## config.mk

```make
export PLATFORM = sky130hd
export DESIGN_NAME = mux_sel_seq_flat
export DESIGN_NICKNAME = d
export VERILOG_FILES = /design/src/rtl/mux_sel_seq_pkg.sv /design/src/rtl/mux_sel_seq_if.sv /design/src/rtl/mux_sel_seq_settle_cnt.sv /design/src/rtl/mux_sel_seq.sv /design/src/flat_wrapper.sv
export SDC_FILE = /design/constraint.sdc
export NUM_CORES = 1
export LEC_CHECK = 0
export BUFFER_PORTS_ARGS = -buffer_cell sky130_fd_sc_hd__buf_2
export CORE_ASPECT_RATIO = 0.75
export CORE_MARGIN = 2
export CORE_UTILIZATION = 46
export CTS_CLUSTER_DIAMETER = 50
export DETAILED_ROUTE_END_ITERATION = 7
export PLACE_DENSITY = 0.8
export SYNTH_ARGS = -nofsm -noshare
export SYNTH_HDL_FRONTEND = slang
export SYNTH_HIERARCHICAL = 1
export SYNTH_SLANG_ARGS = --single-unit
export TNS_END_PERCENT = 100
```

## constraint.sdc

```tcl
create_clock -name clk -period 2.3 [get_ports clk]
set_input_delay 0.345 -clock clk [delete_from_list [all_inputs] [get_ports clk]]
set_output_delay 0.345 -clock clk [all_outputs]
set_load 0.005 [all_outputs]
```

## src/rtl/mux_sel_seq_pkg.sv

```systemverilog
// Shared state encodings, select codes and slot-ordering helpers for the mux select sequencer.
package mux_sel_seq_pkg;

    typedef enum logic [2:0] {
        ST_IDLE = 3'd0,
        ST_S10  = 3'd1,
        ST_S01  = 3'd2,
        ST_S11  = 3'd3,
        ST_DONE = 3'd4
    } state_e;

    localparam logic [1:0] SEL_NONE = 2'b00;
    localparam logic [1:0] SEL_10   = 2'b10;
    localparam logic [1:0] SEL_01   = 2'b01;
    localparam logic [1:0] SEL_11   = 2'b11;

    function automatic logic is_slot(input state_e s);
        return (s == ST_S10) || (s == ST_S01) || (s == ST_S11);
    endfunction

    function automatic logic [1:0] sel_of(input state_e s);
        logic [1:0] code;
        case (s)
            ST_S10:  code = SEL_10;
            ST_S01:  code = SEL_01;
            ST_S11:  code = SEL_11;
            default: code = SEL_NONE;
        endcase
        return code;
    endfunction

    // Slot index 0/1/2 maps to S10/S01/S11, matching mask bits 2/1/0.
    function automatic state_e slot_state(input int idx);
        state_e s;
        case (idx)
            0:       s = ST_S10;
            1:       s = ST_S01;
            default: s = ST_S11;
        endcase
        return s;
    endfunction

    function automatic state_e next_slot(input logic [2:0] mask, input state_e cur);
        state_e nxt;
        nxt = ST_DONE;
        case (cur)
            ST_IDLE: begin
                if (mask[2])      nxt = ST_S10;
                else if (mask[1]) nxt = ST_S01;
                else if (mask[0]) nxt = ST_S11;
            end
            ST_S10: begin
                if (mask[1])      nxt = ST_S01;
                else if (mask[0]) nxt = ST_S11;
            end
            ST_S01: begin
                if (mask[0])      nxt = ST_S11;
            end
            default: nxt = ST_DONE;
        endcase
        return nxt;
    endfunction

endpackage

```

## src/rtl/mux_sel_seq_if.sv

```systemverilog
// Run-control and mux-bank bus of the select sequencer; MUX_SEQ_PARITY_EN adds the par word.
interface mux_sel_seq_if #(
    parameter int W = 8
);
    logic         start;
    logic [2:0]   slot_en;
    logic [W-1:0] mux_out;
    logic [1:0]   sel;
    logic         busy;
    logic         done;
    logic [W-1:0] res10;
    logic [W-1:0] res01;
    logic [W-1:0] res11;
`ifdef MUX_SEQ_PARITY_EN
    logic [2:0]   par;

    modport master (output start, slot_en, mux_out,
                    input  sel, busy, done, res10, res01, res11, par);
    modport slave  (input  start, slot_en, mux_out,
                    output sel, busy, done, res10, res01, res11, par);
`else
    modport master (output start, slot_en, mux_out,
                    input  sel, busy, done, res10, res01, res11);
    modport slave  (input  start, slot_en, mux_out,
                    output sel, busy, done, res10, res01, res11);
`endif
endinterface

```

## src/rtl/mux_sel_seq_settle_cnt.sv

```systemverilog
// Settle counter: counts 0..SETTLE-1 while enabled, flags the final settle cycle.
module settle_cnt #(
    parameter int SETTLE = 1
) (
    input  logic clk,
    input  logic reset,
    input  logic clr,
    input  logic en,
    output logic last
);
    logic [3:0] cnt_q, cnt_d;

    always_comb begin
        cnt_d = cnt_q;
        if (clr)     cnt_d = '0;
        else if (en) cnt_d = cnt_q + 4'd1;
    end

    always_ff @(posedge clk) begin
        if (reset) cnt_q <= '0;
        else       cnt_q <= cnt_d;
    end

    assign last = (cnt_q == 4'(SETTLE - 1));
endmodule

```

## src/rtl/mux_sel_seq.sv

```systemverilog
// Steps the mux-bank select through enabled slots, captures one result per slot, pulses done.
// Optional macro MUX_SEQ_PARITY_EN adds per-result even parity on bus.par.
module mux_sel_seq
    import mux_sel_seq_pkg::*;
#(
    parameter int W      = 8,
    parameter int SETTLE = 1
) (
    input  logic         clk,
    input  logic         reset,
    mux_sel_seq_if.slave bus
);
    state_e     state_q, state_d;
    logic [2:0] mask_q, mask_d;
    logic [1:0] sel_q, sel_d;
    logic       busy_q, busy_d;
    logic       done_q, done_d;
    logic       accept, in_slot, cnt_clr, cnt_last;

    assign accept  = (state_q == ST_IDLE) && bus.start;
    assign in_slot = is_slot(state_q);
    assign cnt_clr = (state_d != state_q);

    always_comb begin
        state_d = state_q;
        mask_d  = mask_q;
        case (state_q)
            ST_IDLE: begin
                if (bus.start) begin
                    mask_d  = bus.slot_en;
                    state_d = next_slot(bus.slot_en, ST_IDLE);
                end
            end
            ST_S10, ST_S01, ST_S11: begin
                if (cnt_last) state_d = next_slot(mask_q, state_q);
            end
            default: state_d = ST_IDLE;
        endcase
        // Outputs are decoded from the next state so they register alongside it.
        sel_d  = sel_of(state_d);
        busy_d = (state_d != ST_IDLE);
        done_d = (state_d == ST_DONE);
    end

    always_ff @(posedge clk) begin
        if (reset) begin
            state_q <= ST_IDLE;
            mask_q  <= '0;
            sel_q   <= SEL_NONE;
            busy_q  <= 1'b0;
            done_q  <= 1'b0;
        end else begin
            state_q <= state_d;
            mask_q  <= mask_d;
            sel_q   <= sel_d;
            busy_q  <= busy_d;
            done_q  <= done_d;
        end
    end

    settle_cnt #(.SETTLE(SETTLE)) u_settle_cnt (
        .clk   (clk),
        .reset (reset),
        .clr   (cnt_clr),
        .en    (in_slot),
        .last  (cnt_last)
    );

    for (genvar gi = 0; gi < 3; gi++) begin : g_slot
        logic [W-1:0] res_q, res_d;
        logic         capture;

        assign capture = (state_q == slot_state(gi)) && cnt_last;

        always_comb begin
            res_d = res_q;
            if (accept)       res_d = '0;
            else if (capture) res_d = bus.mux_out;
        end

        always_ff @(posedge clk) begin
            if (reset) res_q <= '0;
            else       res_q <= res_d;
        end
`ifdef MUX_SEQ_PARITY_EN
        logic par_q, par_d;

        always_comb begin
            par_d = par_q;
            if (accept)       par_d = 1'b0;
            else if (capture) par_d = ^bus.mux_out;
        end

        always_ff @(posedge clk) begin
            if (reset) par_q <= 1'b0;
            else       par_q <= par_d;
        end
`endif
    end

    assign bus.sel   = sel_q;
    assign bus.busy  = busy_q;
    assign bus.done  = done_q;
    assign bus.res10 = g_slot[0].res_q;
    assign bus.res01 = g_slot[1].res_q;
    assign bus.res11 = g_slot[2].res_q;
`ifdef MUX_SEQ_PARITY_EN
    assign bus.par   = {g_slot[0].par_q, g_slot[1].par_q, g_slot[2].par_q};
`endif
endmodule

```

## src/flat_wrapper.sv

```systemverilog
// flat-port wrapper written by rule: the top's interface ports become plain ports
module mux_sel_seq_flat import mux_sel_seq_pkg::*;
#(
    parameter int W      = 8,
    parameter int SETTLE = 1
)
  (clk, reset, bus_start, bus_slot_en, bus_mux_out, bus_sel, bus_busy, bus_done, bus_res10, bus_res01, bus_res11);
  mux_sel_seq_if #(.W(W)) bus_i ();
  input  logic clk;
  input  logic reset;
  input wire logic [$bits(bus_i.start)-1:0] bus_start;
  input wire logic [$bits(bus_i.slot_en)-1:0] bus_slot_en;
  input wire logic [$bits(bus_i.mux_out)-1:0] bus_mux_out;
  output wire logic [$bits(bus_i.sel)-1:0] bus_sel;
  output wire logic [$bits(bus_i.busy)-1:0] bus_busy;
  output wire logic [$bits(bus_i.done)-1:0] bus_done;
  output wire logic [$bits(bus_i.res10)-1:0] bus_res10;
  output wire logic [$bits(bus_i.res01)-1:0] bus_res01;
  output wire logic [$bits(bus_i.res11)-1:0] bus_res11;
  assign bus_i.start = bus_start;
  assign bus_i.slot_en = bus_slot_en;
  assign bus_i.mux_out = bus_mux_out;
  assign bus_sel = bus_i.sel;
  assign bus_busy = bus_i.busy;
  assign bus_done = bus_i.done;
  assign bus_res10 = bus_i.res10;
  assign bus_res01 = bus_i.res01;
  assign bus_res11 = bus_i.res11;
  mux_sel_seq #(.W(W), .SETTLE(SETTLE)) u_core (.clk(clk), .reset(reset), .bus(bus_i));
endmodule
```

# After elaboration in Yosys (flattened, before gate mapping)
# Index checks and enable logic that the tools add are counted.
# op_classes
eq_ne	8
add_sub_neg	1
muxes	10
n_reduce_logical	13
# ops
cell	n
$mux W3	7
$eq A3 B2 Y1 const B	4
$pmux W3 S2	2
$eq A3 B1 Y1 const B	2
$pmux W2 S3	1
$add A4 B1 Y4 const B	1
$logic_and A1 B1 Y1	4
$logic_not A4 Y1	1
$reduce_or A2 Y1	2
$eq A3 B3 Y1 const B	1
$logic_not A3 Y1	1
$ne A3 B3 Y1	1
$reduce_bool A3 Y1	1
$reduce_or A3 Y1	1
$logic_or A1 B1 Y1	2
$reduce_and A2 Y1	1
# word_totals
register_bits	37
in_bits	14
word_cells	41

# Depth between registers and ports, before layout
# logic_depth
depth_word	7
depth_mapped	9

# By module
# Netlist, hierarchy kept.
# modules_own_cells
mod	cells_per_inst	area_each_um2	n_inst
mux_sel_seq	157	1341.3	1
settle_cnt	21	205.2	1

# Least setup slack after synthesis
# No wires, ideal clock.
# synth_path
path_kind	register -> register
start	register u_core.u_settle_cnt.cnt_q[0]
end	register u_core.g_slot[1].res_q[0] (netlist: u_core/bus.res01[0])
arrival_ps	1989
path_stages_with_launch	9
path_buffers	1
slack_ps	184
required_time_ps	2172
period_less_slack_ps	2116
path_cell_list	dfxtp_1 -> inv_1 -> ha_1 -> nor3b_1 -> inv_1 -> nor4b_1 -> clkbuf_1 -> mux2i_1 -> nor2_1
# synth_between
elab_chain_cells	2
# synth_rtl
item	line	source
from (decl)	mux_sel_seq_settle_cnt.sv:11	logic [3:0] cnt_q, cnt_d;
from (signal assigned)	mux_sel_seq_settle_cnt.sv:21	else cnt_q <= cnt_d;
$logic_not A4 Y1	mux_sel_seq_settle_cnt.sv:24	assign last = (cnt_q == 4'(SETTLE - 1));
net u_core.cnt_last	mux_sel_seq.sv:18	logic accept, in_slot, cnt_clr, cnt_last;
$logic_and A1 B1 Y1	mux_sel_seq.sv:73	assign capture = (state_q == slot_state(gi)) && cnt_last;
to (signal assigned)	mux_sel_seq.sv:83	else res_q <= res_d;
to (decl)	mux_sel_seq.sv:70	logic [W-1:0] res_q, res_d;
# The timed path passes the listed nets, and every way through them passes these cells.
# A chain may end at the register's enable or synchronous reset.

# Worst setup path after layout
# layout_path
start	register u_core.u_settle_cnt.cnt_q[0]
end	register u_core.u_settle_cnt.cnt_q[2]
# layout_between
elab_chain_cells	5
elab_cells_between_ends	6
# layout_rtl
item	line	source
$logic_not A4 Y1	mux_sel_seq_settle_cnt.sv:24	
net u_core.cnt_last	mux_sel_seq.sv:18	
$mux W3	mux_sel_seq.sv:35	if (cnt_last) state_d = next_slot(mask_q, state_q);
$pmux W3 S2	mux_sel_seq.sv:27	case (state_q)
$ne A3 B3 Y1	mux_sel_seq.sv:22	assign cnt_clr = (state_d != state_q);
net u_core.cnt_clr	mux_sel_seq.sv:18	
$reduce_or A2 Y1 (no line)	n/a	
# The timed path passes the listed nets, and every way through them passes these cells.

==> metrics.txt <==
total length of routed wires approximately 3500 um; share of cells above drive strength 1 28.32%; final worst-path setup slack 141.7 ps; fill count ~300; number of search-and-repair iterations in the first detailed-routing pass 4; class of the tightest hold or removal check in2reg; required time of the critical path 2510 ps; Setup TNS 0 ps; Finished Layout Cells roughly 270; wire length of the first global-routing pass 5299 um; EDFF count, synth 0; kind of critical path reg2reg; die height 54.22 um; worst slew margin relative to its limit 65.15%; cell taking the most area after synthesis sky130_fd_sc_hd__dfxtp_1; Min Clock Period, post-route 2158 ps; initial antenna violation count 0; setup-violating endpoint count in the final report 0; final core occ 59.65%; total number of placement rows 18; number of global-route vias before repair 1133; GRT overflow 0; Max Fanout on Critical Path 7; power per cell area 726.6 nW/um^2; unrepaired setup endpoints after global routing false; Top Ports 42; Clock Skew 5.002 ps; number of levels the H-tree was split into 2; top cells by area in the synthesized netlist sky130_fd_sc_hd__dfxtp_1, sky130_fd_sc_hd__nand2_1, sky130_fd_sc_hd__a21oi_1, sky130_fd_sc_hd__mux2i_1, sky130_fd_sc_hd__nor2_1; drt wl/cell 13.08 um; placed standard-cell area 1833 sq um; Slew Limit Fails 0; dpl cells 258; post-synthesis register bit count 37; dominant synthesized flop cell sky130_fd_sc_hd__dfxtp_1; worst-case clock buffer depth 2; post-synth cell types 38; register area share after synthesis 47.90%; area of combinational cells with multiple inputs ~770 sq um; post-route worst hold slack 331.3 ps; Max-cap violations 0; share of synthesized registers carrying an async set or reset 0%; beginning of the critical path u_core/u_settle_cnt/cnt_q[0]$_SDFFE_PP0P_; post-route fraction of the period consumed by the critical path 93.84%; via-per-instance ratio 5.128; number of vias after detailed routing 1364; critical path arrival 2370 ps; endpoints failing hold 0; number of buffers inserted during clock tree synthesis 5; startpoint type of the worst setup path register; slew at the pin closest to its max-slew limit 522.1 ps; number of sinks on the clock net 37; Core Footprint 3243 sq um; Syn Nets 194; antenna diode instance count 0; total power of the final layout 1.406 mW; gate count after technology mapping around 180; Area growth syn-to-layout 25.08%; maximum operating frequency 0.4633 GHz; total of warnings raised by yosys 6; violation count after the first detailed-route iteration 99; buffers added on ports 41; clock tree from TritonCTS built; Synth Cell Area 1546 sq um; Post-Place Setup Slack 52.32 ps; die extent in x 70.95 um; VDD IR-drop max approximately 0.4 mV; finished layout cell area 1934 sq um; Worst-Skew Late Latency around 280 ps; Initial Utilization roughly 48%; post-synthesis area per instance about 8.7 sq um; R2R Path Start u_core/u_settle_cnt/cnt_q[0]$_SDFFE_PP0P_; Root Buffer Master sky130_fd_sc_hd__clkbuf_8; maximum number of pins on one net before global-route repair 25; leakage 0.8053 nW; combined flip-flop and latch cell area 740.7 sq um; fraction of post-synthesis cell area in the top cell type by area 47.90%; die footprint approximately 3800 sq um; count of hold buffers inserted by post-cts repair 0; Residual DRC 0; R2R setup slack 140 ps; Layout Nets 241; number of routed nets with antenna violations 0; type of element capturing the critical path register; CTS clock-pin slew for the worst setup and hold paths 70 ps; last weighted congestion value of the routability-driven placer 0.8356; GRT Total Usage 18.45%; worst hold path startpoint bus_mux_out[7]; half-perimeter wire length after placement 2504 um; outcome complete, no violations
-- critical path: stages (launching register included) --
cell and delay [ps]:
sky130_fd_sc_hd__dfxtp_1 390, sky130_fd_sc_hd__inv_1 70, sky130_fd_sc_hd__ha_1 200, sky130_fd_sc_hd__nor3b_1 130, sky130_fd_sc_hd__buf_4 150, sky130_fd_sc_hd__and3b_1 150
sky130_fd_sc_hd__o21ai_1 260, sky130_fd_sc_hd__a21o_1 160, sky130_fd_sc_hd__nand3_1 110, sky130_fd_sc_hd__or2_2 330, sky130_fd_sc_hd__a21oi_1 130
-- per-layer routing --
metal	share of wire [%]	global-route usage, %
met4	1.1	7.547
met1	49	25.37
met3	6.0	6.077
met2	43	26.95
met5	0	0
-- cells in the final DEF, fill, tap and decap left out, types with 2 or more instances in the layout --
| master | netlist | final |
|---|---|---|
| sky130_fd_sc_hd__buf_2 | 1 | 41 |
| sky130_fd_sc_hd__nand2_1 | 39 | 39 |
| sky130_fd_sc_hd__dfxtp_1 | 37 | 37 |
| sky130_fd_sc_hd__a21oi_1 | 20 | 20 |
| sky130_fd_sc_hd__nor2_1 | 14 | 14 |
| sky130_fd_sc_hd__mux2i_1 | 9 | 9 |
| sky130_fd_sc_hd__buf_4 | 0 | 8 |
| sky130_fd_sc_hd__clkbuf_8 | 0 | 7 |
| sky130_fd_sc_hd__nor3b_1 | 4 | 4 |
| sky130_fd_sc_hd__a311oi_1 | 4 | 4 |
| sky130_fd_sc_hd__nor2b_1 | 3 | 3 |
| sky130_fd_sc_hd__inv_1 | 3 | 3 |
| sky130_fd_sc_hd__nor3_1 | 3 | 3 |
| sky130_fd_sc_hd__and3b_1 | 2 | 2 |
| sky130_fd_sc_hd__nand3_1 | 2 | 2 |
| sky130_fd_sc_hd__o21ai_0 | 3 | 2 |
| sky130_fd_sc_hd__nand2b_1 | 2 | 2 |
| sky130_fd_sc_hd__o21a_1 | 2 | 2 |
| sky130_fd_sc_hd__ha_1 | 2 | 2 |
-- Yosys cell counts (2+ instances only) --
library cell               count
sky130_fd_sc_hd__nor4b_1       2
sky130_fd_sc_hd__o21ai_0       3
sky130_fd_sc_hd__nand2b_1      2
sky130_fd_sc_hd__and3b_1       2
sky130_fd_sc_hd__o21a_1        2
sky130_fd_sc_hd__nand2_1      39
sky130_fd_sc_hd__clkbuf_1      7
sky130_fd_sc_hd__dfxtp_1      37
sky130_fd_sc_hd__a311oi_1      4
sky130_fd_sc_hd__nor3b_1       4
sky130_fd_sc_hd__nor3_1        3
sky130_fd_sc_hd__nor2b_1       3
sky130_fd_sc_hd__inv_1         3
sky130_fd_sc_hd__mux2i_1       9
sky130_fd_sc_hd__a21oi_1      20
sky130_fd_sc_hd__ha_1          2
sky130_fd_sc_hd__nand3_1       2
sky130_fd_sc_hd__nor2_1       14
-- power breakdown --
group	leakage, nW	total [mW]	switching (mW)	internal [mW]
Combinational	0.451	0.224	0.121	0.103
Clock	0.0542	0.484	0.214	0.271
Sequential	0.300	0.697	0.0274	0.670
Total	0.805	1.41	0.362	1.04
-- flip-flops by register name, summed over array words and instances (netlist names), 2 cells and up --
name and flops:
u_core/mask_q 2, u_core/u_settle_cnt/cnt_q 4, u_core/bus.sel 2, u_core/bus.res10 8, u_core/state_q 3, u_core/bus.res01 8, u_core/bus.res11 8
-- cells by family (layout without fill, tap and decap cells) --
logic type               count (synthesis)  after routing  share of synthesized area, %
flip-flops                              37             37                         47.90
adder cells (fa/ha/maj)                  2              2                         1.618
AND/OR/NAND/NOR                         82             82                         26.62
multiplexers                            10             10                         6.554
buffers and inverters                   12             60                         2.993
XOR/XNOR                                 1              1                        0.5664
AO/OA/AOI/OAI                           34             34                         13.75
-- worst paths after layout --
path	cells after the start	endpoint
worst max-delay path	10	u_core/u_settle_cnt/cnt_q[2]$_SDFFE_PP0P_
worst min-delay path	3	u_core/bus.res11[7]$_SDFFE_PP0P_
worst max register to register	10	u_core/u_settle_cnt/cnt_q[2]$_SDFFE_PP0P_
worst min register to register	2	u_core/bus.res10[0]$_SDFFE_PP0P_
-- area by class of cell --
| type | instances | area share, % |
|---|---|---|
| Tap cell | 40 | 2.587 |
| Sequential cell | 37 | 38.29 |
| Clock buffer | 7 | 4.981 |
| Inverter | 3 | 0.5821 |
| Multi-Input combinational cell | 129 | 39.59 |
| Clock inverter | 1 | 0.2587 |
| Timing Repair Buffer | 49 | 13.71 |
-- timing repair --
action | 4_1_cts | 5_1_grt
buffers inserted | 0 | 0
endpoints found under the setup margin | 0 | 4
hold endpoints to repair | 0 | 0
gates resized for setup | 0 | 1
Note: power is estimated with default switching activity, not from simulation.
